[config.mk]
export PLATFORM = sky130hd
export DESIGN_NAME = addsub_arbiter
export DESIGN_NICKNAME = d
export VERILOG_FILES = /design/src/rtl/addsub_arbiter_pkg.sv /design/src/rtl/addsub_core.sv /design/src/rtl/addsub_arbiter.sv
export SDC_FILE = /design/constraint.sdc
export NUM_CORES = 1
export LEC_CHECK = 0
export BUFFER_PORTS_ARGS = -buffer_cell sky130_fd_sc_hd__buf_2
export CORE_UTILIZATION = 35
export DETAILED_ROUTE_END_ITERATION = 8
export PLACE_DENSITY_LB_ADDON = 0.08
export SETUP_SLACK_MARGIN = 0.3
export SLEW_MARGIN = 10
export SYNTH_ARGS = -nofsm -noshare
export SYNTH_HDL_FRONTEND = slang
export SYNTH_SLANG_ARGS = --single-unit
[constraint.sdc]
create_clock -name clk -period 3.4 [get_ports clk]
set_clock_uncertainty 0.15 [all_clocks]
set_input_delay 0.34 -clock clk [delete_from_list [all_inputs] [get_ports clk]]
set_output_delay 0.34 -clock clk [all_outputs]
set_load 0.05 [all_outputs]
[src/rtl/addsub_arbiter_pkg.sv]
// Shared types and constants for the add/sub arbiter slice.
// Holds the sequencer state encoding and the opcode values.
package addsub_arbiter_pkg;

    typedef enum logic [1:0] {
        ST_IDLE = 2'd0,
        ST_EXEC = 2'd1,
        ST_RESP = 2'd2
    } state_t;

    localparam logic OP_SUB = 1'b0;
    localparam logic OP_ADD = 1'b1;

endpackage

[src/rtl/addsub_core.sv]
// Falling-edge registered 16-bit add/subtract with zero-extended result.
// Ports: clk, rst (sync, high), en, a, b, op (1=add) -> result.
module addsub_core
    import addsub_arbiter_pkg::*;
#(
    parameter int WIDTH = 32
) (
    input  logic             clk,
    input  logic             rst,
    input  logic             en,
    input  logic [15:0]      a,
    input  logic [15:0]      b,
    input  logic             op,
    output logic [WIDTH-1:0] result
);

    logic [WIDTH-1:0] a_x;
    logic [WIDTH-1:0] b_x;

    assign a_x = {{(WIDTH-16){1'b0}}, a};
    assign b_x = {{(WIDTH-16){1'b0}}, b};

    // Subtraction wraps modulo 2^WIDTH.
    always_ff @(negedge clk) begin
        if (rst) begin
            result <= '0;
        end else if (en) begin
            unique case (op)
                OP_ADD: result <= a_x + b_x;
                OP_SUB: result <= a_x - b_x;
                default: result <= a_x + b_x;
            endcase
        end
    end

endmodule

[src/rtl/addsub_arbiter.sv]
// Round-robin arbiter sharing one add/sub unit among NREQ requesters.
// Ports: req_valid/ready/a/b/op per requester; rsp_valid/ready/id/data; busy.
module addsub_arbiter
    import addsub_arbiter_pkg::*;
#(
    parameter  int NREQ  = 4,
    parameter  int WIDTH = 32,
    localparam int IDW   = $clog2(NREQ)
) (
    input  logic               clk,
    input  logic               rst,
    input  logic [NREQ-1:0]    req_valid,
    output logic [NREQ-1:0]    req_ready,
    input  logic [NREQ*16-1:0] req_a,
    input  logic [NREQ*16-1:0] req_b,
    input  logic [NREQ-1:0]    req_op,
    output logic               rsp_valid,
    input  logic               rsp_ready,
    output logic [IDW-1:0]     rsp_id,
    output logic [WIDTH-1:0]   rsp_data,
    output logic               busy
);

    localparam logic [IDW:0] NREQ_W = (IDW+1)'(NREQ);
    localparam logic [IDW-1:0] LAST = IDW'(NREQ-1);

    state_t state;
    state_t state_n;

    logic [IDW-1:0]  rr_ptr;
    logic [IDW-1:0]  id_q;
    logic [IDW-1:0]  gnt_id;
    logic [NREQ-1:0] gnt_oh;
    logic            gnt_any;
    logic [IDW:0]    scan;
    logic [15:0]     a_q;
    logic [15:0]     b_q;
    logic            op_q;
    logic [15:0]     a_arr [NREQ];
    logic [15:0]     b_arr [NREQ];

    always_comb begin
        for (int i = 0; i < NREQ; i++) begin
            a_arr[i] = req_a[16*i +: 16];
            b_arr[i] = req_b[16*i +: 16];
        end
    end

    // First valid requester at or above rr_ptr, wrapping.
    always_comb begin
        gnt_oh  = '0;
        gnt_id  = '0;
        gnt_any = 1'b0;
        scan    = '0;
        for (int k = 0; k < NREQ; k++) begin
            scan = {1'b0, rr_ptr} + (IDW+1)'(k);
            if (scan >= NREQ_W) begin
                scan = scan - NREQ_W;
            end
            if (!gnt_any && req_valid[scan[IDW-1:0]]) begin
                gnt_any = 1'b1;
                gnt_id  = scan[IDW-1:0];
                gnt_oh[scan[IDW-1:0]] = 1'b1;
            end
        end
    end

    always_comb begin
        state_n   = state;
        req_ready = '0;
        rsp_valid = 1'b0;
        busy      = 1'b1;
        unique case (state)
            ST_IDLE: begin
                busy      = 1'b0;
                req_ready = gnt_oh;
                if (gnt_any) begin
                    state_n = ST_EXEC;
                end
            end
            ST_EXEC: begin
                state_n = ST_RESP;
            end
            ST_RESP: begin
                rsp_valid = 1'b1;
                if (rsp_ready) begin
                    state_n = ST_IDLE;
                end
            end
            default: begin
                state_n = ST_IDLE;
            end
        endcase
    end

    always_ff @(negedge clk) begin
        if (rst) begin
            state  <= ST_IDLE;
            rr_ptr <= '0;
            id_q   <= '0;
            a_q    <= '0;
            b_q    <= '0;
            op_q   <= OP_SUB;
        end else begin
            state <= state_n;
            if (state == ST_IDLE && gnt_any) begin
                a_q    <= a_arr[gnt_id];
                b_q    <= b_arr[gnt_id];
                op_q   <= req_op[gnt_id];
                id_q   <= gnt_id;
                rr_ptr <= (gnt_id == LAST) ? '0 : gnt_id + IDW'(1);
            end
        end
    end

    // Enabled only in EXEC, so the result holds through RESP.
    addsub_core #(
        .WIDTH(WIDTH)
    ) u_core (
        .clk   (clk),
        .rst   (rst),
        .en    (state == ST_EXEC),
        .a     (a_q),
        .b     (b_q),
        .op    (op_q),
        .result(rsp_data)
    );

    assign rsp_id = id_q;

endmodule

; Word level (Yosys, flattened, before mapping)
; Index checks and enable logic that the tools add are counted.
[word_totals]
output_inout_bits = 40
register_bits = 71
input_bits = 139
word_cells = 102
[op_classes]
n_lt_le_gt_ge = 14
n_bitwise = 5
n_addsub = 10
mux = 48
reduce_logical = 13
n_eq_ne = 5
[op_table]
columns = cell, n
row1 = $bmux 16 s2, 2
row2 = $mux 16, 4
row3 = $pmux 32 s2, 1
row4 = $mux 2, 11
row5 = $mux 4, 5
row6 = $add 16x16->17, 1
row7 = $sub 16x16->17, 1
row8 = $lt 2x3->1 const B, 5
row9 = $mux 1, 15
row10 = $ge 3x3->1 const B, 4
row11 = $or 4x4->4, 3
row12 = $bmux 1 s2, 5
row13 = $demux 1 s2, 4
row14 = $ge 2x1->1 const B, 4
row15 = $logic_and 1x1->1, 8
row16 = $sub 2x1->2 const B, 4
row17 = $add 2x2->3 const B, 2
row18 = $pmux 2 s3, 1
row19 = $eq 2x2->1 const B, 2
row20 = $ne 2x2->1 const B, 2
row21 = $add 2x1->3 const B, 1
row22 = $ge 2x3->1 const B, 1
row23 = $logic_not 1->1, 3
row24 = $not 2->3, 1
row25 = other kinds (5), 5

; Depth between registers and ports, before layout
[depth]
ltp_word = 18
mapped_depth = 12
depth_no_buf = 10

; Modules after synthesis
; From an unflattened synthesis, not the netlist that was laid out.
[unflattened]
hier_cells = 630
area_unflattened_um2 = 5315.1
[modules_own_cells]
columns = module, seq_area_each_um2, area_each_um2, instances, cells_per_inst
row1 = addsub_arbiter, 780.7, 2924.1, 1, 308
row2 = addsub_core, 360.3, 2391.0, 1, 322

==> metrics.md <==
| Metric | Value |
|---|---|
| Antenna Nets Post-Route | `0` |
| Post-synth EDFFs | `0` |
| Placed insts | `1248` |
| Violated checks | `setup timing` |
| Critical setup path kind | `reg2out` |
| FP Rows | `47` |
| Leakage | `4.34 nW` |
| CTS root buffer | `clkbuf_16` |
| Vias in the first global route | `7268` |
| First-pass GRT wire length | `36700 um` |
| Final instance area | `9600 um^2` |
| Power Dens Cells | `1170 nW/um^2` |
| Drt first pass iters | `5` |
| Leading post-synthesis cells by cell area | `dfxtp_1 19%, nand3_1 8.7%, ha_1 8.3%` |
| GPL Wtd Cong | `0.888` |
| Initial core utilization | `0.360` |
| Die area | `17700 um^2` |
| Net Count, Synth | `1021` |
| Die H | `133 um` |
| Max-slew violations | `0` |
| DR vias/cell | `5.62` |
| Final Instance Count excl. Fillers | `1374` |
| Avg Inst Size Synth | `7.14 um^2` |
| Sink Count | `57` |
| Die X-Extent | `133 um` |
| Largest area contributor in the netlist | `dfxtp_1` |
| Initial antenna violation count | `2` |
| Cells after synthesis | `840` |
| Post-synthesis mux area share | `0.0317` |
| DR DRC count | `0` |
| Core box area | `16600 um^2` |
| Worst Tran Pin Value | `681 ps` |
| Synth Area in XOR/XNOR | `0.0146` |
| Final Net Count | `1328` |
| Arrival time worst endpoint | `4390 ps` |
| Post-Synth Simple-Gate Area | `0.242` |
| CTS tree | `built` |
| Fillers | `1580` |
| Layout cells sized above 1 | `0.398` |
| Pin count of the biggest net entering global routing | `66` |
| Post-synthesis register bit count | `57` |
| Unrepaired setup endpoints after global routing | `yes` |
| Commonest cells after routing, fill and taps aside | `139 x buf_2, 103 x nand3_1, 101 x buf_4, 87 x inv_1, 87 x nand2_1` |
| Synth Flop Type | `dfxtp_1` |
| Final WS setup | `-1480 ps` |
| Final Setup Violations | `43` |
| Sequential share of the synthesized area | `0.190` |
| Largest family of logic cells by synthesized area | `compound AO/OA/AOI/OAI gates` |
| Post-synth ARST share | `0` |
| Worst R2R Setup Slack | `50 ps` |
| CP Capture Type | `output port` |
| Startpoint types | `register` |
| Total chip power | `11.2 mW` |
| HPWL Detailed | `16800 um` |
| FF+latch area | `1180 um^2` |
| Total GRT Usage | `0.260` |
| Routed WL | `23500 um` |
| Post-Synth Adder-Cell Area | `0.0901` |
| CTS Buffer Depth | `2` |
| Max-slew headroom | `0.546` |
| Cts bufs inserted | `9` |
| WL/cell | `17.1 um` |
| Mapped cell area | `6000 um^2` |
| Worst min path class | `reg2reg` |
| Setup tns final | `-36410 ps` |
| Max IR drop VDD | `606 uV` |
| Placed Area | `7730 um^2` |
| Via count | `7717` |
| YS warnings | `0` |
| Reg clk slew, reported paths | `40 ps` |
| H-tree lvl count | `3` |
| Clock latency on the worst-skew pair | `400 ps` |
| Worst Path Max Fanout | `5` |
| Synth Area in Compound Gates | `0.335` |
| Library cells used by synthesis | `64` |
| Req. time, crit path | `2910 ps` |
| Initial DRC Count | `541` |
| Synth top area share | `0.190` |
| Max-cap violations | `0` |
| Multi-input logic area | `4710 um^2` |
| Gr ovfl total | `0` |
| Area Overhead vs Synth | `60.0%` |
| Hold Vio Cnt, Final | `0` |
| Ports | `179` |
| Status | `finished with violations` |
| Port buffer count | `178` |
| Commonest non-fill, non-tap cell in the layout | `buf_2` |
[cell families (layout without fill, tap and decap cells)]
logic type,count (synthesis),count (layout)
compound gates,273,273
xor+xnor,10,10
fa+ha+maj,42,42
buf+inv,128,440
flops,57,57
mux,15,15
other cells,0,2
simple gates,315,315
[per-stage QoR]
| step | hold WS, ps | worst slack (ps) | util |
|---|---|---|---|
| 5_1_grt | 337 | -1560 | 0.576 |
| 3_3_place_gp | 291 | -1210 | 0.464 |
| 6_report | 311 | -1480 | 0.577 |
| 4_1_cts | 323 | -1490 | 0.544 |
| 3_5_place_dp | 295 | -1220 | 0.464 |
| 2_1_floorplan | 312 | -1270 | - |
[sequential cells by signal (all words and copies together), names as in the netlist]
name / cells
u_core.result: 18
a_q: 16
b_q: 16
rr_ptr: 2
rsp_id: 2
state: 2
op_q: 1
[synth_stat cells (all sizes together) (8+ instances only)]
master and count:
inv 37, a21oi 31, mux2i 10, dfxtp 57, nand3 104, buf 44
a22oi 37, o21ai 18, xnor2 9, a211oi 66, a311oi 35, nor3 31
clkbuf 46, o22ai 35, ha 40, nand2 87, nor2 61, nor2b 8
[what timing repair did]
action,in CTS,in global routing
cloned,4,0
gates resized for setup,151,89
setup endpoints to repair,78,80
pin swaps,46,25
hold buffers,0,0
buffers inserted,23,25
[routing by layer]
metal | vias up | global-route usage | wire, um
li1 | 3772 | - | -
met1 | 3638 | 0.352 | 10600
met2 | 286 | 0.397 | 10900
met3 | 21 | 0.0716 | 1680
met4 | 0 | 0.0843 | 304
met5 | - | 0 | 0
[final timing paths]
| check | from | cells past startpoint | endpoint |
|---|---|---|---|
| max | rr_ptr[0] | 9 | req_ready[3] |
| min | u_core.result[4] | 2 | u_core.result[4] |
| max reg2reg | rr_ptr[0] | 14 | a_q[3] |
| min reg2reg | u_core.result[4] | 2 | u_core.result[4] |
[final cells by class]
cell class,count,share of cell area
repair buffers,330,0.292
multi-input cells,655,0.490
clock inverters,64,0.0267
inverters,37,0.0154
flip-flops and latches,57,0.123
well taps,220,0.0287
clock buffers,9,0.0235
diodes,2,0.000522
[report_power, final]
part	leakage, nW	internal, mW	switching [mW]	total, mW
clock network	0.432	0.579	0.512	1.09
logic	3.42	4.08	4.87	8.95
registers	0.483	0.981	0.224	1.20
[critical path, stage by stage (launching register included)]
cell	delay, ps
dfxtp_4	350
clkinvlp_4	90
ha_4	280
mux4_2	540
or3_4	370
nor2_4	160
a221oi_1	100
buf_4	150
nor2_4	70
buf_6	160
Power figures use the tool's default switching activity.
